File: src/rtl/tt_bin_clock_set_ctrl.sv
// rtl/tt_bin_clock_set_ctrl.sv - pushbutton front-end and time-set sequencer for the binary clock
module tt_bin_clock_set_ctrl #(
    parameter int DEBOUNCE      = 3,
    parameter int REPEAT_DELAY  = 50,
    parameter int REPEAT_PERIOD = 10,
    parameter int TIMEOUT       = 3000
) (
    input  logic       clk_i,
    input  logic       reset_i,
    input  logic       btn_mode_i,
    input  logic       btn_up_i,
    input  logic       btn_down_i,
    output logic       time_set,
    output logic       id_switch,
    output logic       hour_id,
    output logic       minute_id,
    output logic       seconds_id,
    output logic [1:0] field_o
);
    localparam int              DW       = $clog2(DEBOUNCE + 1);
    localparam logic [DW-1:0]   DB_MAX   = DW'(DEBOUNCE);
    localparam logic [7:0]      RD_LIM   = 8'(REPEAT_DELAY - 1);
    localparam logic [7:0]      RP_LIM   = 8'(REPEAT_PERIOD - 1);
    localparam logic [11:0]     IDLE_LIM = 12'(TIMEOUT - 1);
    localparam int              BM       = 0;
    localparam int              BU       = 1;
    localparam int              BD       = 2;

    typedef enum logic [1:0] {
        ST_RUN  = 2'd0,
        ST_HOUR = 2'd1,
        ST_MIN  = 2'd2,
        ST_SEC  = 2'd3
    } state_t;

    logic [2:0]    raw;
    logic [2:0]    sync1;
    logic [2:0]    sync2;
    logic [2:0]    deb;
    logic [2:0]    deb_q;
    logic [2:0]    press;
    logic [DW-1:0] db_cnt [3];

    state_t        state;
    state_t        state_n;
    logic [11:0]   idle_cnt;
    logic [11:0]   idle_n;
    logic          rep_active;
    logic          rep_active_n;
    logic          rep_up;
    logic          rep_up_n;
    logic          rep_fast;
    logic          rep_fast_n;
    logic [7:0]    rep_cnt;
    logic [7:0]    rep_cnt_n;
    logic          step;
    logic          step_up;

    logic          mode_press;
    logic          up_press;
    logic          down_press;
    logic          any_press;
    logic          both_held;
    logic          timeout_hit;

    assign raw         = {btn_down_i, btn_up_i, btn_mode_i};
    assign press       = deb & ~deb_q;
    assign mode_press  = press[BM];
    assign up_press    = press[BU];
    assign down_press  = press[BD];
    assign any_press   = |press;
    assign both_held   = deb[BU] & deb[BD];
    assign timeout_hit = (state != ST_RUN) && (idle_cnt >= IDLE_LIM);
    assign field_o     = state;

    // Two-flop synchronizers and per-button debounce counters; a level is accepted once it survives DEBOUNCE+1 samples.
    always_ff @(posedge clk_i) begin
        if (reset_i) begin
            sync1 <= '0;
            sync2 <= '0;
            deb   <= '0;
            deb_q <= '0;
            for (int i = 0; i < 3; i++) begin
                db_cnt[i] <= '0;
            end
        end else begin
            sync1 <= raw;
            sync2 <= sync1;
            deb_q <= deb;
            for (int i = 0; i < 3; i++) begin
                if (sync2[i] == deb[i]) begin
                    db_cnt[i] <= '0;
                end else if (db_cnt[i] == DB_MAX) begin
                    deb[i]    <= ~deb[i];
                    db_cnt[i] <= '0;
                end else begin
                    db_cnt[i] <= db_cnt[i] + 1'b1;
                end
            end
        end
    end

    // Next field, idle timer and step/auto-repeat decisions; MODE and timeout always suppress stepping.
    always_comb begin
        state_n      = state;
        idle_n       = idle_cnt;
        step         = 1'b0;
        step_up      = id_switch;
        rep_active_n = rep_active;
        rep_up_n     = rep_up;
        rep_fast_n   = rep_fast;
        rep_cnt_n    = rep_cnt;

        if (mode_press) begin
            case (state)
                ST_RUN:  state_n = ST_HOUR;
                ST_HOUR: state_n = ST_MIN;
                ST_MIN:  state_n = ST_SEC;
                default: state_n = ST_RUN;
            endcase
        end else if (timeout_hit) begin
            state_n = ST_RUN;
        end

        if (state == ST_RUN || mode_press || timeout_hit || both_held) begin
            rep_active_n = 1'b0;
            rep_fast_n   = 1'b0;
            rep_cnt_n    = '0;
        end else if (up_press || down_press) begin
            step         = 1'b1;
            step_up      = up_press;
            rep_active_n = 1'b1;
            rep_up_n     = up_press;
            rep_fast_n   = 1'b0;
            rep_cnt_n    = '0;
        end else if (rep_active) begin
            if (rep_up ? deb[BU] : deb[BD]) begin
                if (rep_cnt == (rep_fast ? RP_LIM : RD_LIM)) begin
                    step       = 1'b1;
                    step_up    = rep_up;
                    rep_fast_n = 1'b1;
                    rep_cnt_n  = '0;
                end else begin
                    rep_cnt_n = rep_cnt + 8'd1;
                end
            end else begin
                rep_active_n = 1'b0;
                rep_fast_n   = 1'b0;
                rep_cnt_n    = '0;
            end
        end

        if (state_n == ST_RUN || any_press || state_n != state) begin
            idle_n = '0;
        end else if (idle_cnt != 12'hFFF) begin
            idle_n = idle_cnt + 12'd1;
        end
    end

    // State, timers and registered outputs; step pulses go to the field that was active when the step was decided.
    always_ff @(posedge clk_i) begin
        if (reset_i) begin
            state      <= ST_RUN;
            idle_cnt   <= '0;
            rep_active <= 1'b0;
            rep_up     <= 1'b0;
            rep_fast   <= 1'b0;
            rep_cnt    <= '0;
            time_set   <= 1'b0;
            id_switch  <= 1'b0;
            hour_id    <= 1'b0;
            minute_id  <= 1'b0;
            seconds_id <= 1'b0;
        end else begin
            state      <= state_n;
            idle_cnt   <= idle_n;
            rep_active <= rep_active_n;
            rep_up     <= rep_up_n;
            rep_fast   <= rep_fast_n;
            rep_cnt    <= rep_cnt_n;
            time_set   <= (state_n != ST_RUN);
            hour_id    <= step && (state == ST_HOUR);
            minute_id  <= step && (state == ST_MIN);
            seconds_id <= step && (state == ST_SEC);
            if (step) begin
                id_switch <= step_up;
            end
        end
    end
endmodule
File: config.mk
export PLATFORM = sky130hd
export DESIGN_NAME = tt_bin_clock_set_ctrl
export DESIGN_NICKNAME = d
export VERILOG_FILES = /design/src/rtl/tt_bin_clock_set_ctrl.sv
export SDC_FILE = /design/constraint.sdc
export NUM_CORES = 1
export LEC_CHECK = 0
export CORE_MARGIN = 3
export CORE_UTILIZATION = 43
export DETAILED_ROUTE_END_ITERATION = 6
export HOLD_SLACK_MARGIN = 0.03
export PLACE_DENSITY = 0.65
export SLEW_MARGIN = 20
export SYNTH_ARGS = -nofsm -noshare
export SYNTH_HDL_FRONTEND = slang
export SYNTH_SLANG_ARGS = --single-unit
File: constraint.sdc
create_clock -name clk_i -period 2.07 [get_ports clk_i]
set_input_delay 0.414 -clock clk_i [delete_from_list [all_inputs] [get_ports clk_i]]
set_output_delay 0.414 -clock clk_i [all_outputs]
set_load 0.03 [all_outputs]
# Word-level counts from Yosys, hierarchy flattened
# Memory sizes are Yosys's and may differ from the RTL's.
# Index checks and enable logic that the tools add are counted.
# W data, S select, Z words.
[totals]
regBits = 42
latchBits = 0
ram_bits = 6
rom_bits = 0
out_inout_bits = 7
wordCells = 148
mem_count = 1
[mem_list]
columns = ["name", "depth", "width", "read_ports", "rd_clocked_by_memory_dff", "wr", "line_no", "source"]
rows = [
  ["db_cnt", 3, 2, 3, 0, 3, "42", "logic [DW-1:0] db_cnt [3];"],
]
[op_classes]
addsub = 5
n_mul = 0
n_div = 0
magnitude_cmp = 1
eq_ne = 13
n_shift = 0
muxes = 65
bitwise_logic = 19
reduce_logical = 27
[ops]
columns = ["op", "count"]
rows = [
  ["$mux W1", 50],
  ["$mux W2", 11],
  ["$mux W8", 2],
  ["$add A12 B1 Y12 const B", 1],
  ["$ge A12 B12 Y1 const B", 1],
  ["$ne A12 B12 Y1 const B", 1],
  ["$eq A2 B2 Y1 const B", 5],
  ["$reduce_and A2 Y1", 5],
  ["$reduce_bool A2 Y1", 5],
  ["$or A1 B1 Y1", 9],
  ["$add A8 B1 Y8 const B", 1],
  ["$eq A8 B6 Y1", 1],
  ["$not A1 Y1", 7],
  ["$add A2 B1 Y2 const B", 3],
  ["$logic_or A1 B1 Y1", 6],
  ["$mux W6", 1],
  ["$pmux W2 S3", 1],
  ["$reduce_or A3 Y1", 2],
  ["$reduce_and A5 Y1", 1],
  ["$logic_and A1 B1 Y1", 4],
  ["$logic_not A2 Y1", 2],
  ["$reduce_or A2 Y1", 2],
  ["$and A3 B3 Y3", 1],
  ["$eq A1 B1 Y1", 3],
  ["other kinds (5)", 5],
]

# Depth between registers and ports, before layout
# Gate-level depths: netlist (run 1).
[logic_depth]
word_depth = 8
depth_mapped = 7

# Least setup slack after synthesis (run 1)
# OpenSTA, ideal clock, no wires.
[synth_timing]
kind = "register to register"
start = "register state[0] (netlist: field_o[0])"
end = "register rep_cnt[6]"
setup_time_ns = 0.060
t_arrival_ns = 1.935
setup_slack_ns = 0.074
path_stages_with_launch = 7
n_path_buf = 0
path_cell_list = "dfxtp_1 inv_1 ha_1 a221oi_4 o2111ai_2 nor3b_4 o221a_1"
[synth_via]
elab_chain_len = 5
word_cells_on_any_way = 7
cone_classes = "7 x reduce/logical"
[synth_lines]
columns = ["element", "line_no", "source"]
rows = [
  ["start: declaration", "44", "state_t state;"],
  ["start signal: assignment", "175", "state <= state_n;"],
  ["$logic_not A2 Y1 or $reduce_bool A2 Y1 (tied branches)", "125, 73", ""],
  ["$logic_or A1 B1 Y1 or $logic_and A1 B1 Y1 (tied branches)", "125, 73", ""],
  ["$logic_or A1 B1 Y1 * (2 in series)", "125", "if (state == ST_RUN || mode_press || timeout_hit || both_held) begin"],
  ["$reduce_or A3 Y1 (no line) *", "--", ""],
  ["end signal: assignment", "180", "rep_cnt <= rep_cnt_n;"],
  ["end: declaration", "54", "logic [7:0] rep_cnt;"],
]
# Every way passes the cells marked *; elsewhere a longest branch is shown, timed or not.
# A chain may end at the register's enable or synchronous reset.

# Worst setup path after layout (run 1)
[layout_timing]
start = "register state[1] (netlist: field_o[1])"
end = "register rep_cnt[6]"
# The elaborated chain is that of the path after synthesis.

==> run metrics, run 1 <==
outcome finished clean; Setup crit start kind register; most common cell in the netlist dfxtp_1; CP max FO 6; num ports 12; GRT Util Overall roughly 15%; Max Freq about 530 MHz; Cell Pwr Density about 630 mW/mm^2; RSZ-0062 raised after global routing false; Initial Utilization between 40% and 50%; sw power 0.355 mW; leak pwr between 0.9 and 1 nW; DR vias 1,723; final instance area ~0.0027 sq mm; CP Capture Type register; CORE AREA between 0.005 and 0.006 sq mm; Die Y approximately 80 um; Internal Dissipation between 1 and 1.5 mW; CTS tree built; reg2reg path depth 7; initial antenna violation count 0; Slew HR between 60% and 70%; Worst Skew between 0.007 and 0.008 ns; Comb power frac around 2.7%; Die ar. about 0.0064 sq mm; # DRC 0; Syn Std Cell Area ~0.0024 sq mm; Data arrival, critical path around 2.2 ns; drt first pass iters 4; post-placement cell area 0.00256 sq mm; number of fill cells 489; clock sink total 48; gp weighted congestion 0.723; Die X 80.1 um; clk buf depth 2; switching fraction of total power between 20% and 30%; Avg Cell Area, Syn roughly 10 sq um; Synth Warn # 0; hold depth 1; Min Clock Period, post-route about 1.9 ns; Setup CP Type register to register; top cell type by total area after synthesis dfxtp_1; clock root cell clkbuf_8; top cell type's share of synthesized area 35.6%; # rows 26; Slew Limit Fails 0; number of synthesized flops with an enable pin 6; Worst Path Required roughly 2.3 ns; Tcrit/Tclk final 91.3%; slew at the pin closest to its max-slew limit 0.583 ns; setup TNS 0 ns; I/O Buffers 11; Final Instance Count excl. Fillers 328; Layout area overhead 14.1%; final WL approximately 4.2 mm; CTS clk-pin slew, worst paths roughly 0.09 ns; DP Cell Count roughly 320; Inserted Clock Buffers 5; prevailing post-synth register cell dfxtp_1; vias in the first global route 1,622; pin count of the biggest net entering global routing 21; first-pass GRT wire length 7.44 mm; share of power burned in registers 56.8%; hpwl dp ~3.0 mm; top cells by area, synth dfxtp_1 (36%), edfxtp_1 (7.6%), ha_1 (5.3%), nor2b_1 (3.2%), nor2_1 (3.0%); initial DRC count 130; unique cell type count in the Yosys netlist 64; final core utilization between 50% and 60%; most frequent cells after synthesis dfxtp_1 (42), nor2_1 (19), inv_1 (14), nor2b_1 (12), a21oi_1 (11); drt wl/cell roughly 13 um; Clk Latency, worst-skew pair about 0.31 ns; FFs w/ async S/R, synth 0%; Antenna diodes 0; Final Setup Violations 0; Peak VDD IR 529 uV; Post-DRT Antenna Nets 0; total grt overflow 0; total of max-cap violations 0; Syn Inst Count between 200 and 250; total power draw about 1.7 mW; share of cells above drive strength 1 between 10% and 20%; synthesized flop and latch total between 40 and 50; register area share after synthesis between 40% and 50%; Fin. Hold Viols 0; htree depth 2; Hold Crit Class register to register; nets approximately 270; clock network power share approximately two fifths; post-DR vias/cell 5.25
flip-flops by register name, summed over array words and instances, names as in the netlist, 2 cells and up:
| register | cells |
|---|---|
| deb | 3 |
| field_o | 2 |
| db_cnt | 6 |
| deb_q | 3 |
| sync2 | 3 |
| sync1 | 3 |
| idle_cnt | 12 |
| rep_cnt | 8 |
routing by layer:
layer | part of all wire (%) | global-route usage [%] | up-vias
met3 | 3.5 | 4.48 | 4
met5 | 0 | 0 | -
met1 | 51 | 20.1 | 791
li1 | - | - | 905
met2 | 44 | 21.9 | 23
met4 | 1.3 | 6.42 | 0
critical path, stage by stage, from the launching register on:
cell       delay [ns]
dfxtp_1          0.45
inv_1            0.12
ha_1             0.26
a221oi_4         0.24
o2111ai_2        0.22
nor3b_4          0.23
buf_4            0.17
o221a_1          0.16
repair_timing:
| action | CTS | global route |
|---|---|---|
| setup buffers | 0 | 2 |
| hold endpoints to repair | 0 | 0 |
| endpoints found under the setup margin | 0 | 10 |
| gates resized for setup | 0 | 1 |
| hold buffers | 0 | 0 |
stage by stage:
stage	hold slack (ns)	setup slack (ns)
after floorplan	0.414	0.0744
after global placement	0.418	0.148
after detailed placement	0.424	0.0771
after CTS	0.452	0.0579
after global routing	0.468	0.0190
final	0.449	0.179
cell type report:
class	instances	area [sq um]	share of cell area (%)
Multi-Input combinational cell	172	1270	47.3
Sequential cell	48	1020	37.9
Timing Repair Buffer	16	148	5.48
Tap cell	70	87.6	3.25
Clock buffer	5	68.8	2.55
Inverter	14	52.6	1.95
Clock inverter	3	42.5	1.58
power by group through the flow:
stage,clock network (mW),logic [mW],registers [mW]
final,0.683,0.0452,0.960
after CTS,0.708,0.0452,0.960
after global placement,0,0.0443,0.981
after floorplan,0,0.0290,0.981
after global routing,0.760,0.0515,0.962
after detailed placement,0,0.0449,0.982
worst paths after layout:
| kind | from | slack [ns] | endpoint |
|---|---|---|---|
| hold / removal | sync1[2]$_SDFF_PP0_ | 0.45 | sync2[2]$_SDFF_PP0_ |
| setup reg to reg | field_o[1]$_SDFF_PP0_ | 0.18 | rep_cnt[6]$_SDFFE_PP0P_ |
| setup / recovery | field_o[1]$_SDFF_PP0_ | 0.18 | rep_cnt[6]$_SDFFE_PP0P_ |
| hold reg to reg | sync1[2]$_SDFF_PP0_ | 0.45 | sync2[2]$_SDFF_PP0_ |
cells by family (layout without fill, tap and decap cells):
family,count (synthesis),count (layout),synth area share (%)
compound gates,53,53,18.2
other cells,1,6,0.159
xor+xnor,5,5,1.85
flops,48,48,43.2
simple gates,91,91,24.3
mux,7,7,3.07
fa+ha+maj,10,10,5.30
buf+inv,22,38,3.97
placed cells by master, fill, tap and decap left out, types with 4 or more instances in the layout:
cell             instances
mux2i_1                  5
dfxtp_1                 42
inv_1                   14
clkdlybuf4s50_1         11
o211a_1                  4
nor3b_1                  4
conb_1                   6
and2_1                   4
edfxtp_1                 6
nand3_1                  5
nand2_1                  9
a21oi_1                 11
clkbuf_8                 5
buf_4                    5
nor2b_1                 12
nand2b_1                 4
nor2_1                  19
a211oi_1                 7
nor3_1                   7
ha_1                    10
or3_1                    5
(Power assumes the default switching activity.)
==> run 2, diff against run 1 <==
--- a/config.mk
+++ b/config.mk
@@ -5,6 +5,7 @@
 export SDC_FILE = /design/constraint.sdc
 export NUM_CORES = 1
 export LEC_CHECK = 0
+export ABC_AREA = 1
 export CORE_MARGIN = 3
 export CORE_UTILIZATION = 43
 export DETAILED_ROUTE_END_ITERATION = 6
==> run 2 against run 1 <==
Compared with the run above: power decreased by 3.5%; non-clock buffer count is 3 lower; first-iteration DRC count fell by 41%; cell count is 15% higher; clock power decreased by 17%; via count is 0.93% higher; critical path depth down 6; sequential share of layout area rose by 2.5 points; setup slack better by 0.072 ns; sequential power increased by 1%; worst hold slack worse by 0.041 ns; critical endpoint is now field_o[0]; largest cell class unchanged.
==> run metrics, run 2 <==
clock network power share 34.6%; multiplexer share of the synthesized area 0%; Die ar. roughly 0.006 sq mm; top cell type's share of synthesized area between 30% and 40%; prevailing post-synth register cell dfxtp_1; CTS tree built; Adder-Cell Fraction of Synth Area roughly 5.6%; Avg Cell Area, Syn around 7.8 sq um; setup TNS 0 ns; most common cell in the netlist nor2_1; clk buf depth 2; I/O Buffers 11; CTS clk-pin slew, worst paths 0.09 ns; Syn Inst Count around 290; share of cells above drive strength 1 around a tenth; number of synthesized flops with an enable pin 6; unique cell type count in the Yosys netlist 32; Layout area overhead 13.5%; Worst Path Required roughly 1.7 ns; register area share after synthesis around 46%; Peak VDD IR approximately 380 uV; Syn Std Cell Area between 0.002 and 0.0025 sq mm; total of max-cap violations 0; leak pwr between 1 and 1.5 nW; initial antenna violation count 0; most common cell after layout, fill and taps aside nor2_1; Setup CP Type register to output port; Min Clock Period, post-route around 1.8 ns; gp weighted congestion approximately 0.84; clock root cell clkbuf_8; post-placement cell area about 0.0024 sq mm; Inserted Clock Buffers 5; Setup crit start kind register; vias in the first global route about 1,700; DR vias about 1,700; final instance area between 0.002 and 0.003 sq mm; FFs w/ async S/R, synth 0%; Antenna diodes 0; Fin. Hold Viols 0; Synth Area in Simple Gates roughly 25%; most frequent cells in the layout nor2_1 (53), inv_1 (43), dfxtp_1 (42), nand2_1 (38); Initial Utilization between 40% and 50%; RSZ-0062 raised after global routing false; Post-DRT Antenna Nets 0; outcome finished clean; Data arrival, critical path about 1.4 ns; Synth Area in XOR/XNOR between 3 and 4%; CP max stage cell clkdlybuf4s50_1; Max Freq roughly 550 MHz; crit path cell chain clkdlybuf4s50_1; Synth Warn # 0; post-DR vias/cell 4.61; clock sink total between 40 and 50; Cell Pwr Density ~640 mW/mm^2; pin count of the biggest net entering global routing 17; top cells by area, synth dfxtp_1 (38%), nor2_1 (8.9%), edfxtp_1 (8.1%), inv_1 (7.2%), nand2_1 (6.4%); Clk Latency, worst-skew pair 0.30 ns; first-pass GRT wire length 7.11 mm; Slew Limit Fails 0; num ports 12; top cell type by total area after synthesis dfxtp_1; Reg with most FFs idle_cnt; drt wl/cell ~10 um; sw power 0.393 mW; Worst Skew around 0.0064 ns; largest family of logic cells by synthesized area simple AND/OR/NAND/NOR gates; WHS between 0.4 and 0.5 ns; switching fraction of total power 24.1%; GRT Util Overall 14.6%; hpwl dp 2.85 mm; drt first pass iters 4; Die Y between 70 and 80 um; CORE AREA about 0.005 sq mm; share of power burned in registers 59.7%; Final Setup Violations 0; post_cts resized 0; CP top delay family buffers and inverters; Internal Dissipation about 1.2 mW; most frequent cells after synthesis nor2_1 (53), inv_1 (43), dfxtp_1 (42), nand2_1 (38); total grt overflow 0; Post-CTS Setup Inserts 0; CP Buf/Inv Count 1; htree depth 2; Tcrit/Tclk final 87.9%; synthesized flop and latch total between 40 and 50; Compound-Gate Fraction of Synth Area a little over a tenth; # hold bufs at CTS 0; Die X about 78 um; top flop regs idle_cnt x12, rep_cnt x8, db_cnt x6; CP max FO 4; final WL ~3.8 mm; CP Capture Type output port; crit-path max cell delay approximately 0.70 ns; # rows 25; Hold Crit Class register to register; Comb power frac 5.7%; initial DRC count slightly below 80; nets 324; # DRC 0; max reg flops 12
## run 2: kinds of logic (layout without fill, tap and decap cells)
kind of cell / after synthesis / in the layout
compound gates: 41 / 41
xor+xnor: 9 / 9
fa+ha+maj: 10 / 10
buf+inv: 50 / 68
flops: 48 / 48
other cells: 1 / 6
simple gates: 128 / 128
## run 2: path summary, 6_finish.rpt
kind | cells past startpoint | slack, ns | to | start
worst max-delay path | 1 | 0.25 | field_o[0] | field_o[0]$_SDFF_PP0_
worst max register to register | 10 | 0.35 | idle_cnt[10]$_SDFFE_PP0P_ | idle_cnt[0]$_SDFFE_PP0P_
worst min-delay path | 2 | 0.41 | sync2[2]$_SDFF_PP0_ | sync1[2]$_SDFF_PP0_
worst min register to register | 2 | 0.41 | sync2[2]$_SDFF_PP0_ | sync1[2]$_SDFF_PP0_
## run 2: layer usage
| metal | GRT usage, % | vias to the layer above | part of all wire (%) |
|---|---|---|---|
| li1 | - | 942 | - |
| met1 | 18.3 | 774 | 50 |
| met2 | 23.4 | 16 | 46 |
| met3 | 3.78 | 7 | 2.6 |
| met4 | 7.34 | 0 | 2.0 |
| met5 | 0 | - | 0 |
## run 2: area by class of cell
class	instances	area, sq um
Timing Repair Buffer	13	125
Clock buffer	5	68.8
Inverter	47	176
Clock inverter	3	23.8
Tap cell	67	83.8
Multi-Input combinational cell	194	1030
Fill cell	494	2350
Sequential cell	48	1020
## run 2: power by group through the flow
stage | Clock (mW) | Sequential, mW | Combinational [mW]
global placement | 0 | 0.993 | 0.0929
detailed placement | 0 | 0.994 | 0.0935
CTS | 0.594 | 0.972 | 0.0940
global route | 0.636 | 0.975 | 0.109
floorplan | 0 | 0.996 | 0.0626
finish | 0.564 | 0.972 | 0.0926
## run 2: metrics by stage
| step | power (mW) | worst slack, ns | cells | util (%) |
|---|---|---|---|---|
| 2_1_floorplan | 1.06 | 0.438 | 292 | - |
| 3_3_place_gp | 1.09 | 0.399 | 369 | 50.0 |
| 3_5_place_dp | 1.09 | 0.361 | 369 | 50.0 |
| 4_1_cts | 1.66 | 0.233 | 377 | 51.9 |
| 5_1_grt | 1.72 | 0.159 | 377 | 51.9 |
| 6_report | 1.63 | 0.251 | 377 | 51.9 |
